**src/rtl/rate_tick_gen.sv**
```systemverilog
// rtl/rate_tick_gen.sv - clock-enable tick generator with free-run rates and debounced single-step
module rate_tick_gen #(
    parameter int CLK_HZ          = 50_000_000,
    parameter int SYNC_STAGES     = 2,
    parameter int DEBOUNCE_CYCLES = 1_000_000
) (
    input  logic       clk,
    input  logic       reset,
    input  logic       enable,
    input  logic [1:0] rate_sel,
    input  logic       step_mode,
    input  logic       step_btn,
    output logic       tick,
    output logic       heartbeat
);

    localparam int CW = (4 * CLK_HZ > 1) ? $clog2(4 * CLK_HZ) : 1;
    localparam int DW = (DEBOUNCE_CYCLES > 1) ? $clog2(DEBOUNCE_CYCLES + 1) : 1;
    localparam logic [DW-1:0] DB_LAST = DW'(DEBOUNCE_CYCLES - 1);

    typedef enum logic [1:0] {
        RUN        = 2'd0,
        STEP_ARMED = 2'd1,
        STEP_HELD  = 2'd2
    } state_t;

    state_t                 state;
    logic [1:0]             rate_reg;
    logic [CW-1:0]          cnt;
    logic [SYNC_STAGES-1:0] sync;
    logic                   db_level;
    logic                   db_prev;
    logic [DW-1:0]          stable_cnt;
    logic                   press;
    logic                   release_ev;

    // Terminal count for a rate selection: period minus one.
    function automatic logic [CW-1:0] reload(input logic [1:0] r);
        logic [CW-1:0] v;
        case (r)
            2'b00:   v = '0;
            2'b01:   v = CW'(CLK_HZ - 1);
            2'b10:   v = CW'(2 * CLK_HZ - 1);
            default: v = CW'(4 * CLK_HZ - 1);
        endcase
        return v;
    endfunction

    // Button path: synchroniser, then a level that only moves after a long stable run.
    always_ff @(posedge clk) begin
        if (reset) begin
            sync       <= '1;
            db_level   <= 1'b1;
            db_prev    <= 1'b1;
            stable_cnt <= '0;
        end else begin
            sync    <= {sync[SYNC_STAGES-2:0], step_btn};
            db_prev <= db_level;
            if (sync[SYNC_STAGES-1] == db_level) begin
                stable_cnt <= '0;
            end else if (stable_cnt == DB_LAST) begin
                stable_cnt <= '0;
                db_level   <= sync[SYNC_STAGES-1];
            end else begin
                stable_cnt <= stable_cnt + 1'b1;
            end
        end
    end

    assign press      = db_prev & ~db_level;
    assign release_ev = ~db_prev & db_level;

    always_ff @(posedge clk) begin
        if (reset) begin
            state     <= RUN;
            rate_reg  <= rate_sel;
            cnt       <= reload(rate_sel);
            tick      <= 1'b0;
            heartbeat <= 1'b0;
        end else begin
            tick <= 1'b0;
            case (state)
                RUN: begin
                    if (step_mode) begin
                        state <= STEP_ARMED;
                    end else if (rate_sel != rate_reg) begin
                        rate_reg <= rate_sel;
                        cnt      <= reload(rate_sel);
                    end else if (enable) begin
                        if (cnt == '0) begin
                            tick      <= 1'b1;
                            heartbeat <= ~heartbeat;
                            cnt       <= reload(rate_reg);
                        end else begin
                            cnt <= cnt - 1'b1;
                        end
                    end
                end
                STEP_ARMED: begin
                    if (!step_mode) begin
                        state    <= RUN;
                        rate_reg <= rate_sel;
                        cnt      <= reload(rate_sel);
                    end else if (press) begin
                        state <= STEP_HELD;
                        if (enable) begin
                            tick      <= 1'b1;
                            heartbeat <= ~heartbeat;
                        end
                    end
                end
                STEP_HELD: begin
                    if (!step_mode) begin
                        state    <= RUN;
                        rate_reg <= rate_sel;
                        cnt      <= reload(rate_sel);
                    end else if (release_ev) begin
                        state <= STEP_ARMED;
                    end
                end
                default: state <= RUN;
            endcase
        end
    end

endmodule

```
**config.mk**
```make
export PLATFORM = sky130hd
export DESIGN_NAME = rate_tick_gen
export DESIGN_NICKNAME = d
export VERILOG_FILES = /design/src/rtl/rate_tick_gen.sv
export SDC_FILE = /design/constraint.sdc
export NUM_CORES = 1
export LEC_CHECK = 0
export ABC_AREA = 1
export CAP_MARGIN = 20
export CELL_PAD_IN_SITES_DETAIL_PLACEMENT = 0
export CELL_PAD_IN_SITES_GLOBAL_PLACEMENT = 1
export CORE_MARGIN = 4
export CORE_UTILIZATION = 34
export CTS_BUF_LIST = sky130_fd_sc_hd__clkbuf_16
export DETAILED_ROUTE_END_ITERATION = 10
export PLACE_DENSITY = 0.73
export SLEW_MARGIN = 20
export SYNTH_ARGS = -nofsm -noshare
export SYNTH_HDL_FRONTEND = slang
export SYNTH_SLANG_ARGS = --single-unit
```
**constraint.sdc**
```tcl
create_clock -name clk -period 5.39 [get_ports clk]
set_clock_uncertainty 0.2 [all_clocks]
set_input_delay 0.539 -clock clk [delete_from_list [all_inputs] [get_ports clk]]
set_output_delay 0.539 -clock clk [all_outputs]
set_load 0.01 [all_outputs]
```
======== Word level (Yosys, flattened, before mapping) ========
Cells that the tools add are included.
storage, ports and cells
  memory bits (writable) .................. 0
  memories ................................ 0
  logic and storage cells ................. 89
  output and inout port bits .............. 2
  memory bits (read-only) ................. 0
  latch bits .............................. 0
  register bits ........................... 58
operators by class
  magnitude comparators ................... 0
  bitwise gates (word level) .............. 6
  div/mod/pow operators ................... 0
  eq/ne operators ......................... 23
  multiply operators ...................... 0
  shifts and indexed selects .............. 0
  multiplexer cells ....................... 36
  add/sub/neg operators ................... 2
  reduce and logical (&&, ||, !) cells .... 13
operator list
  operator               number
  $mux 28                6
  $pmux 28 s3            2
  $pmux 28 s2            1
  $logic_not 28->1       1
  $sub 28x1->28 const B  1
  $add 20x1->20 const B  1
  $eq 20x20->1 const B   1
  $mux 2                 9
  $ne 2x2->1 const B     8
  $ne 3x3->1 const B     5
  $mux 1                 14
  $reduce_and 4->1       2
  $reduce_and 8->1       1
  $eq 2x1->1 const B     3
  $eq 2x2->1 const B     3
  $logic_not 2->1        3
  $pmux 2 s3             1
  $ne 4x4->1 const B     1
  $not 1->1              4
  $pmux 1 s2             2
  $pmux 2 s2             1
  $reduce_and 3->1       1
  $reduce_bool 3->1      1
  $reduce_or 3->1        1
  other kinds (6)        7

======== Longest topological paths before layout ========
  depth after elaboration ................. 8
  mapped depth ............................ 12
  depth with buffers taken out ............ 12

======== Least setup slack after synthesis ========
OpenSTA, ideal clock, no wires.
  path kind ............................... input port to flip-flop
  from .................................... input port rate_sel[1]
  to ...................................... register cnt[0], enable pin
  stages on the path ...................... 6
  slack ................................... 2367 ps
  setup time .............................. 430 ps
  data required time ...................... 4760 ps
  arrival time ............................ 2393 ps
  cells stage by stage .................... xnor2_1 > nand2_1 > inv_1 > nand2_1 > inv_1 > a31oi_1
between the ends
  cells in the longest elaborated chain, start to end .. 3
ends and longest elaborated chain
  element                            line  RTL
  start: declaration                 10    input logic [1:0] rate_sel,
  $ne 2x2->1                         86    end else if (rate_sel != rate_reg) begin
  $ne 4x4->1 (no source line)        -
  $reduce_and 4->1 (no source line)  -
  end signal: assignment             88    cnt <= reload(rate_sel);
  end signal: assignment             93    cnt <= reload(rate_reg);
  end signal: assignment             95    cnt <= cnt - 1'b1;
  end: declaration                   29    logic [CW-1:0] cnt;
No other way between the ends.
A chain may end at the register's enable or synchronous reset.

======== Final worst setup path ========
  from .................................... input port rate_sel[1]
  to ...................................... register cnt[23], data pin
between the ends
  cells in the longest elaborated chain, start to end .. 6
ends and longest elaborated chain
  element                             line  RTL
  $eq 2x2->1 (tied with other cells)  40    case (r)
  $pmux 28 s3                         40
  $mux 28                             86
  $mux 28                             84    if (step_mode) begin
  $pmux 28 s2                         82    case (state)
  $mux 28 *                           74    if (reset) begin
  end signal: assignment              77    cnt <= reload(rate_sel);
  end signal: assignment              88
  end signal: assignment              93
Mark *: on every way between the ends. The rest lies on a longest branch, timed or not. The select of a mux whose other input is x is not followed.

==> out/qor.yml <==
sta:
  relSlewSlack: 0.543
  finalHoldViolCount: 0
  rsz0062_at_grt: "no"
  finalMaxSlewViolations: 0
  setup_tns_ps: 0
  finalWorstSetupSlack_ps: 2870
  min_period_ps: 2520
  fin_crit_sh: 0.468
  whs_ps: 214
  setup_viol: 0
  worstMarginPinSlew_ps: 684
  fmax_ghz: 0.396
pwr:
  comb_power_share: 0.257
  p_switching_mw: 0.566
  switching_share: 0.336
  power.share.sequential: 0.400
  ir_drop_uv: 248
  p_leak_nw: 1.67
  clkPwrFrac: 0.343
  powerDensity_nw_per_um2: 398
  intPower_mw: 1.12
synth:
  ys_types: 34
  ys_seq_elements: 58
  ys_seq_area_frac: 0.397
  synth_nets: 519
  avgSynthCellArea_um2: 7.41
  netlist_area_um2: 3680
  synth_cells: 497
  yosysWarnings: 0
global_route:
  antenna_found_initial: 0
  grtUsageMet3: 0.0340
  use_met2: 0.218
  grt_overflow_total: 0
  grt_pass1_wl_um: 14400
  grt_max_degree: 29
  use_met1: 0.192
  track_usage: 0.141
  gr-max-usage-layer: "met2"
  first_global_vias: 2960
cts:
  cts_root_buffer: "clkbuf_16"
  cts_max_path_buffers: 2
  cts_inserted_buffers: 9
  post-cts-setup-buffer-count: 0
  cts_tree: "yes"
  htreeDepth: 3
  cts_hold_buffers: 0
  insertion_delay_ps: 330
  clk_pin_slew_ps: 50
  post_cts_resized: 0
  clock-sinks: 58
setup_path:
  endpoint_kind: "register"
  arrival_ps: 2490
  path_buf_inv: 4
  start_kind: "primary input"
  path_cells: "clkdlybuf4s50_1 -> xnor2_1 -> nand2_1 -> inv_1 -> nand2_1 -> nor2_4 -> inv_1 -> nand2_1 -> inv_1 -> a21oi_1"
  critPathKind: "in2reg"
  cpPeakStageDelay_ps: 560
  required_ps: 5360
  crit_family: "buffers and inverters"
  cpMaxStageDelayCell: "clkdlybuf4s50_1"
  crit_path_max_fanout: 8
layout:
  nets: 536
  n_antenna_cell: 0
  num-fill-cells: 1092
  final_util: 0.406
  reg.largest.list: "cnt x28, stable_cnt x20"
  largest_register_ffs: 28
  top_register: "cnt"
  area_delta_synth_final_pct: 14.9
  layout-drive-gt1-share: 0.0790
  stdcell_count: 655
die:
  io_pins: 9
  rows: 37
  die_x_um: 112
  coreArea_um2: 10400
  die-area_um2: 12600
  initial_utilization: 0.353
  die_y_um: 112
detailed_routing:
  dr.pass1.iters: 4
  drt_iter0_markers: 207
  ant_nets: 0
  drc: 0
  wl_per_cell_um: 12.9
  vias: 3153
  via_per_inst: 4.81
  drt-total-wl_um: 8470
place:
  dp_hpwl_um: 6510
  portBuffers: 8
  placedCellCount: 639
  gp_congestion: 0.899
  pre_cts_ws_ps: 2520
job:
  cap_viol_max_count: 0
min_path:
  holdCritPathClass: "reg2reg"
status:
  status: "finished, final reports clean"
[power by group through the flow]
stage | Combinational, mW | Sequential [mW] | Clock, mW
3_3_place_gp | 0.429 | 0.679 | 0
5_1_grt | 0.498 | 0.685 | 0.611
2_1_floorplan | 0.324 | 0.660 | 0
6_report | 0.432 | 0.672 | 0.577
3_5_place_dp | 0.430 | 0.680 | 0
4_1_cts | 0.434 | 0.672 | 0.586
[final cells by class]
class / instances / area, µm² / share of cell area
Clock inverter: 6 / 53.8 / 0.0127
Tap cell: 136 / 170 / 0.0402
Clock buffer: 10 / 250 / 0.0592
Inverter: 64 / 245 / 0.0580
Timing Repair Buffer: 9 / 87.6 / 0.0207
Multi-Input combinational cell: 372 / 1960 / 0.463
Sequential cell: 58 / 1460 / 0.346
[Yosys cell counts, drive strengths merged]
cell | n | share of area
a211oi | 2 | 0.0054
a21boi | 1 | 0.0020
a21oi | 39 | 0.054
a31oi | 1 | 0.0017
buf | 3 | 0.0058
dfxtp | 28 | 0.15
edfxtp | 30 | 0.24
ha | 15 | 0.051
inv | 64 | 0.067
nand2 | 108 | 0.11
nand3 | 31 | 0.042
nand3b | 1 | 0.0020
nand4 | 13 | 0.022
nor2 | 93 | 0.11
nor3 | 10 | 0.014
nor3b | 4 | 0.0082
nor4 | 4 | 0.0068
o21ai | 20 | 0.030
o21bai | 1 | 0.0020
or2 | 7 | 0.012
or3 | 1 | 0.0017
xnor2 | 13 | 0.031
xor2 | 8 | 0.019
[layer usage]
| layer | routed length [µm] | share of wire | vias to the layer above |
|---|---|---|---|
| li1 | - | - | 1660 |
| met1 | 4240 | 0.50 | 1429 |
| met2 | 3720 | 0.44 | 54 |
| met3 | 368 | 0.043 | 10 |
| met4 | 141 | 0.017 | 0 |
| met5 | 0 | 0 | - |
[final timing paths]
kind                     from  endpoint  slack, ps  cells past startpoint
setup / recovery  rate_sel[1]   cnt[23]       2870                     10
hold / removal        sync[0]   sync[1]        210                      1
hold reg to reg       sync[0]   sync[1]        210                      1
setup reg to reg       cnt[0]   cnt[23]       3010                     10
[placed cells by master, fill, tap and decap left out, types with 4 or more instances in the layout]
cell,instances
ha_1,15
nor4_1,4
nor3b_1,4
xnor2_1,13
clkdlybuf4s50_1,8
xor2_1,8
a21oi_1,38
or2_2,7
nand4_1,13
inv_1,63
nand2_1,104
nand3_1,31
dfxtp_1,28
nor2_1,84
clkbuf_16,10
edfxtp_1,30
o21ai_0,19
nor2_4,5
nor3_1,10
[kinds of logic after synthesis]
family | share of synthesized area
simple gates | 0.334
buf+inv | 0.0724
compound gates | 0.0955
flops | 0.397
xor+xnor | 0.0500
fa+ha+maj | 0.0510
[through the flow]
step	total power [mW]	area (µm²)
2_1_floorplan	0.984	3680
3_3_place_gp	1.11	3920
3_5_place_dp	1.11	3920
4_1_cts	1.69	4230
5_1_grt	1.79	4230
6_report	1.68	4230
Power figures use the tool's default switching activity.
